## config.mk

```make
export PLATFORM = sky130hd
export DESIGN_NAME = reg_file_wb
export DESIGN_NICKNAME = d
export VERILOG_FILES = /design/src/rtl/reg_file_wb.sv
export SDC_FILE = /design/constraint.sdc
export NUM_CORES = 2
export LEC_CHECK = 0
export BUFFER_PORTS_ARGS = -buffer_cell sky130_fd_sc_hd__buf_2
export CAP_MARGIN = 20
export CORE_ASPECT_RATIO = 1.2
export CORE_MARGIN = 8
export CORE_UTILIZATION = 50
export DETAILED_ROUTE_END_ITERATION = 10
export PLACE_DENSITY = 0.72
export SKIP_CTS_REPAIR_TIMING = 1
export SYNTH_ARGS = -nofsm -noshare
export SYNTH_HDL_FRONTEND = slang
export SYNTH_SLANG_ARGS = --single-unit
```

## constraint.sdc

```tcl
create_clock -name clk -period 2.4 [get_ports clk]
set_input_delay 0.24 -clock clk [delete_from_list [all_inputs] [get_ports clk]]
set_output_delay 0.24 -clock clk [all_outputs]
set_load 0.005 [all_outputs]
```

## src/rtl/reg_file_wb.sv

```systemverilog
// 32x32 general register file at the write-back end of the datapath: one write port, two operand reads, one debug read.
// Optional write-through forwarding on the operand ports is enabled by defining REG_FILE_BYPASS_EN.
module reg_file_wb #(
    parameter int DATA_W = 32,
    parameter int ADDR_W = 5,
    parameter int RA_IDX = 31
) (
    input  logic              clk,
    input  logic              rst_n,
    input  logic [ADDR_W-1:0] rs,
    input  logic [ADDR_W-1:0] rt,
    input  logic [ADDR_W-1:0] rd,
    input  logic [1:0]        regDst,
    input  logic              regWrite,
    input  logic [DATA_W-1:0] wrData,
    output logic [DATA_W-1:0] readData1,
    output logic [DATA_W-1:0] readData2,
    input  logic [ADDR_W-1:0] dbgAddr,
    output logic [DATA_W-1:0] dbgData,
    output logic [ADDR_W-1:0] wrDst
);
    localparam int NREG = 1 << ADDR_W;

    logic [DATA_W-1:0] regs_q [NREG];
    logic [DATA_W-1:0] regs_d [NREG];
    logic [ADDR_W-1:0] wr_dst;
    logic              wr_en;
    logic [DATA_W-1:0] stored1;
    logic [DATA_W-1:0] stored2;

    // regDst=11 means "no write"; report index 0 so hazard logic sees nothing.
    always_comb begin
        wr_dst = '0;
        case (regDst)
            2'b00:   wr_dst = rt;
            2'b01:   wr_dst = rd;
            2'b10:   wr_dst = ADDR_W'(RA_IDX);
            default: wr_dst = '0;
        endcase
    end

    assign wrDst = wr_dst;
    assign wr_en = regWrite && (regDst != 2'b11) && (wr_dst != '0);

    always_comb begin
        regs_d = regs_q;
        if (wr_en) begin
            regs_d[wr_dst] = wrData;
        end
    end

    always_ff @(posedge clk or negedge rst_n) begin
        if (!rst_n) begin
            for (int i = 0; i < NREG; i++) begin
                regs_q[i] <= '0;
            end
        end else begin
            for (int i = 0; i < NREG; i++) begin
                regs_q[i] <= regs_d[i];
            end
        end
    end

    assign stored1 = (rs == '0) ? '0 : regs_q[rs];
    assign stored2 = (rt == '0) ? '0 : regs_q[rt];
    assign dbgData = (dbgAddr == '0) ? '0 : regs_q[dbgAddr];

`ifdef REG_FILE_BYPASS_EN
    // Forward the pending write-back word; suppressed while reset holds the array cleared.
    logic byp1;
    logic byp2;
    assign byp1      = rst_n && wr_en && (rs == wr_dst);
    assign byp2      = rst_n && wr_en && (rt == wr_dst);
    assign readData1 = byp1 ? wrData : stored1;
    assign readData2 = byp2 ? wrData : stored2;
`else
    assign readData1 = stored1;
    assign readData2 = stored2;
`endif

endmodule

```

; Yosys cells after proc, flatten, opt, wreduce, memory -nomap -nowiden
; Index checks and enable logic that the tools add are counted.
; Widths: inputs -> output; s select.
[word_totals]
register_bits = 1024
latchBits = 0
mem_bits_rw = 0
mem_bits_ro = 0
inputBits = 57
out_inout_bits = 101
elab_cells = 68
mem_count = 0
[op_classes]
addsub = 0
mul = 0
div = 0
n_lt_le_gt_ge = 5
eq_ne = 3
shifts = 0
mux = 16
n_bitwise = 4
reduce_logical = 8
[ops]
columns = op, n
row1 = $bwmux 1024, 1
row2 = $bmux 32 s5, 3
row3 = $mux 32, 10
row4 = $demux 32 s5, 1
row5 = $ge 6x6->1 const B, 4
row6 = $not 5->6, 4
row7 = $logic_not 5->1, 3
row8 = $pmux 5 s3, 1
row9 = $lt 6x1->1 const B, 1
row10 = $reduce_bool 5->1, 1
row11 = $logic_and 1x1->1, 3
row12 = $eq 2x1->1 const B, 1
row13 = $eq 2x2->1 const B, 1
row14 = $logic_not 2->1, 1
row15 = $ne 2x2->1 const B, 1

; Longest topological paths before layout
[depth]
ltp_word = 8
mapped_depth = 9
mapped_depth_nobuf = 5

; Worst setup path after synthesis
; OpenSTA, ideal clock, no wires.
[synth_path]
path_type = input-to-output
startpoint = input dbgAddr[1]
endpoint = output dbgData[10]
arrival_time_ps = 1884
t_required_ps = 2160
setup_slack_ps = 276
stages = 9
path_buffers = 5
cell_sequence = clkbuf_1 > buf_2 > buf_2 > buf_2 > nor3_1 > nand2_1 > clkbuf_1 > o221ai_1 > nor3_1
[synth_between]
elab_chain_cells = 5
elab_cells_between_ends = 6
cone_classes = mux: 4 / bitwise: 1 / reduce/logical: 1
[synth_rtl]
columns = item, line_no
row1 = start: declaration, 18  ; input logic [ADDR_W-1:0] dbgAddr,
row2 = $not 5->6 (not written as such), 66  ; assign dbgData = (dbgAddr == '0) ? '0 : regs_q[dbgAddr];
row3 = $bmux 32 s5, 66
row4 = $mux 32 (not written as such) (2 in series), 66
row5 = $mux 32 (*), 66
row6 = end: declaration, 19  ; output logic [DATA_W-1:0] dbgData,
; Every way passes the cells marked *; elsewhere a longest branch is shown, timed or not. The select of a mux whose other input is x is not followed.

; Worst setup path after layout
[layout_path]
startpoint = register regs_q[178] in the netlist's numbering
endpoint = output readData2[18]
[layout_between]
elab_chain_cells = 4
[layout_rtl]
columns = item, line_no
row1 = start: declaration, 24  ; logic [DATA_W-1:0] regs_q [NREG];
row2 = start signal: indexed assignment, 59  ; regs_q[i] <= regs_d[i];
row3 = $bmux 32 s5, 65  ; assign stored2 = (rt == '0) ? '0 : regs_q[rt];
row4 = $mux 32 (not written as such) (2 in series), 65
row5 = $mux 32, 65
row6 = end: declaration, 17  ; output logic [DATA_W-1:0] readData2,
; Every way passes these cells. The select of a mux whose other input is x is not followed.

==> flow_metrics.py <==
metrics = {
    "routing": {
        "wire_per_inst_microns": 36.34,
        "vias_per_cell": 7.366,
        "num_vias": 44590,
        "ant_nets": 0,
        "drcViolationCount": 0,
        "drt-initial-drc-count": 5965,
        "routed_wirelength_mm": 220.0,
        "first_pass_iters": 8,
    },
    "finish": {
        "largest_reg_flops": 1024,
        "drive_gt1_share_pct": 59.04,
        "top_regs": "regs_q: 1024 flops",
        "syn_to_final_growth_pct": 17.83,
        "post-route-util_pct": 59.13,
        "nNetsFinal": 4349,
        "largest_register": "regs_q",
    },
    "sta": {
        "worst_slack_ns": -0.2415,
        "hold_violations": 0,
        "worst_slew_pin_slew_ns": 0.8114,
        "min_period_over_period_pct": 110.1,
        "relSlewSlack_pct": 45.91,
        "rsz0062_at_grt": "yes",
        "max_freq_mhz": 378.6,
        "period_needed_ns": 2.641,
        "fin_worst_skew_ns": 0,
        "maxSlewViolCount": 0,
        "setup_violations": 96,
    },
    "die": {
        "die_area_sq_um": 136400,
        "fp.coreArea_sq_um": 124400,
        "ios": 158,
        "initial_core_util_pct": 50.18,
        "fp.dieH_microns": 403.0,
        "rows": 142,
        "die_x_microns": 338.5,
    },
    "yosys": {
        "yosysWarnings": 0,
        "syn_area_sq_um": 62410,
        "synth.net_count": 4191,
        "synth_ff_type": "dfrtp_1",
        "synth_edf_count": 0,
        "avgSynthCellArea_sq_um": 15.10,
        "yosys_register_bits": 1024,
        "synth_seq_area_share_pct": 41.06,
        "synth.distinct_cells": 55,
        "synth_async_sr_flop_share_pct": 100.0,
        "synthCells": 4134,
    },
    "pwr": {
        "power.switching_mw": 16.03,
        "switching_share_pct": 29.20,
        "power.density_nw_per_um2": 746.4,
        "power_frac_seq_pct": 42.5,
        "clock_power_share_pct": 33.0,
        "total_leakage_power_nw": 31.68,
        "p_int_mw": 38.86,
        "max-vdd-ir-drop_mv": 0.6094,
        "pwr-share-comb_pct": 24.5,
    },
    "setup_path": {
        "critPathKind": "flop to output pin",
        "setup.worst_path.end": "readData2[18]",
        "crit_required_ns": 2.16,
        "rr_worst_depth": 3,
        "start_kind": "flop",
        "r2r-end": "regs_q[746]$_DFFE_PN0P_",
        "worst_setup_path_end_kind": "output pin",
        "reg2reg_from": "regs_q[746]$_DFFE_PN0P_",
        "arrival_ns": 2.40,
        "crit_path_start": "regs_q[178]$_DFFE_PN0P_",
        "path_max_fanout": 4,
        "rrSetupSlack_ns": 1.33,
    },
    "cts": {
        "cts.clk_slew.worst_paths_ns": 0.06,
        "clock-sinks": 1024,
        "tritoncts": "done",
        "cts.htree.levels": 3,
        "numCtsBuffers": 105,
        "cts_buffer_depth": 3,
        "insertion_delay_ns": 0.72,
        "cts_root_buf": "clkbuf_16",
    },
    "grt": {
        "grt_usage_pct": 31.46,
        "antenna_found_initial": 24,
        "gr-total-overflow": 0,
        "grt_pass1_wl_mm": 319.6,
        "grt_pass1_vias": 45650,
        "grt_max_degree": 119,
    },
    "flow_run": {
        "drv_cap": 0,
    },
    "hold_path": {
        "hold_class": "input pin to asynchronous set/reset pin",
    },
    "outcome": {
        "run_status": "finished, violations left",
        "violations": "negative setup slack",
    },
    "placement": {
        "io_buffers": 157,
        "dpl.hpwl_mm": 142.3,
        "dpl_worst_slack_ns": -0.2054,
        "gp_congestion": 0.9091,
    },
}
synthesized netlist by cell type (all sizes together), types with 8 or more instances:
cell | n | area share (%)
a211oi | 64 | 0.77
nor2 | 11 | 0.066
mux4 | 730 | 26
buf | 284 | 2.2
a31oi | 32 | 0.32
a41o | 32 | 0.51
nand3 | 14 | 0.16
a22o | 64 | 0.90
o221ai | 64 | 0.90
mux2 | 1068 | 19
nand3b | 8 | 0.096
nor3 | 51 | 0.43
clkbuf | 228 | 1.4
nand2 | 71 | 0.43
mux2i | 152 | 2.4
a22oi | 90 | 1.1
nor2b | 46 | 0.46
dfrtp | 1024 | 41
a21oi | 41 | 0.37
metal layers:
metal  routed length (microns)  track usage, %
met1                     80650           41.31
met2                     98210           46.58
met3                     26770           9.211
met4                     14080           18.06
met5                       272           2.152
worst max-delay path, cell delays in order (launching register included):
cell	delay, ns
dfrtp_1	0.41
mux4_2	0.50
a22oi_2	0.20
a41o_1	0.20
a31oi_1	0.05
buf_4	0.19
buf_6	0.12
worst min path at each step:
stage	slack, ns	startpoint	endpoint
after floorplan	-0.06	rst_n	regs_q[0]$_DFFE_PN0P_
after global placement	0.15	rst_n	regs_q[889]$_DFFE_PN0P_
after detailed placement	0.16	rst_n	regs_q[889]$_DFFE_PN0P_
after CTS	-0.60	rst_n	regs_q[149]$_DFFE_PN0P_
after global routing	0.02	rst_n	regs_q[953]$_DFFE_PN0P_
final	0.01	rst_n	regs_q[889]$_DFFE_PN0P_
logic make-up (layout without fill, tap and decap cells):
kind of cell | Yosys count | count (layout) | synth area share [%]
AOI/OAI and AO/OA | 408 | 408 | 5.159
buffers and inverters | 513 | 761 | 3.597
DFF | 1024 | 1024 | 41.06
muxes | 1950 | 1950 | 48.05
other | 0 | 15 | 0
and+or+nand+nor | 239 | 239 | 2.129
per-stage QoR:
step	instance area (sq um)	total power, mW	instances	hold WS, ns	TNS, ns
2_1_floorplan	62410	31.37	4134	-0.05559	0
3_3_place_gp	68370	35.48	5845	0.1543	-0.4768
3_5_place_dp	68370	35.99	5845	0.1587	-0.5036
4_1_cts	72180	54.06	6042	-0.6046	-21.97
5_1_grt	73510	56.71	6042	0.02094	-16.31
6_report	73530	54.88	6053	0.01042	-12.74
power by group through the flow:
stage / clock, mW / combinational [mW] / sequential [mW]
after floorplan: 0 / 9.06 / 22.3
after CTS: 18.3 / 12.6 / 23.1
after detailed placement: 0 / 12.6 / 23.4
final: 18.1 / 13.4 / 23.3
after global routing: 19.0 / 14.1 / 23.7
after global placement: 0 / 12.3 / 23.2
final cells by class:
| type | count | area [sq um] |
|---|---|---|
| Antenna cell | 15 | 37.54 |
| Clock buffer | 148 | 3082 |
| Clock inverter | 49 | 733.2 |
| Fill cell | 9384 | 50840 |
| Inverter | 1 | 3.754 |
| Multi-Input combinational cell | 2597 | 36110 |
| Sequential cell | 1024 | 25630 |
| Tap cell | 1656 | 2072 |
| Timing Repair Buffer | 563 | 5867 |
layout by cell type (no fill, tap or decap), types with 8 or more instances in the layout:
| master | n |
|---|---|
| a211oi_2 | 50 |
| a211oi_4 | 12 |
| a21oi_1 | 36 |
| a22o_1 | 59 |
| a22oi_1 | 62 |
| a22oi_2 | 28 |
| a31oi_1 | 13 |
| a31oi_2 | 11 |
| a31oi_4 | 8 |
| a41o_1 | 29 |
| buf_12 | 150 |
| buf_2 | 136 |
| buf_4 | 256 |
| buf_6 | 13 |
| bufinv_16 | 16 |
| clkbuf_1 | 16 |
| clkbuf_16 | 107 |
| clkbuf_8 | 25 |
| clkinv_2 | 14 |
| clkinvlp_4 | 8 |
| dfrtp_1 | 1023 |
| diode_2 | 15 |
| mux2_1 | 200 |
| mux2_2 | 863 |
| mux2i_1 | 129 |
| mux2i_2 | 15 |
| mux2i_4 | 8 |
| mux4_2 | 730 |
| nand2_1 | 67 |
| nand3_4 | 14 |
| nand3b_1 | 8 |
| nor2b_1 | 36 |
| nor2b_4 | 10 |
| nor3_1 | 8 |
| nor3_2 | 26 |
| nor3_4 | 17 |
| o221ai_1 | 61 |
(Power assumes the default switching activity.)
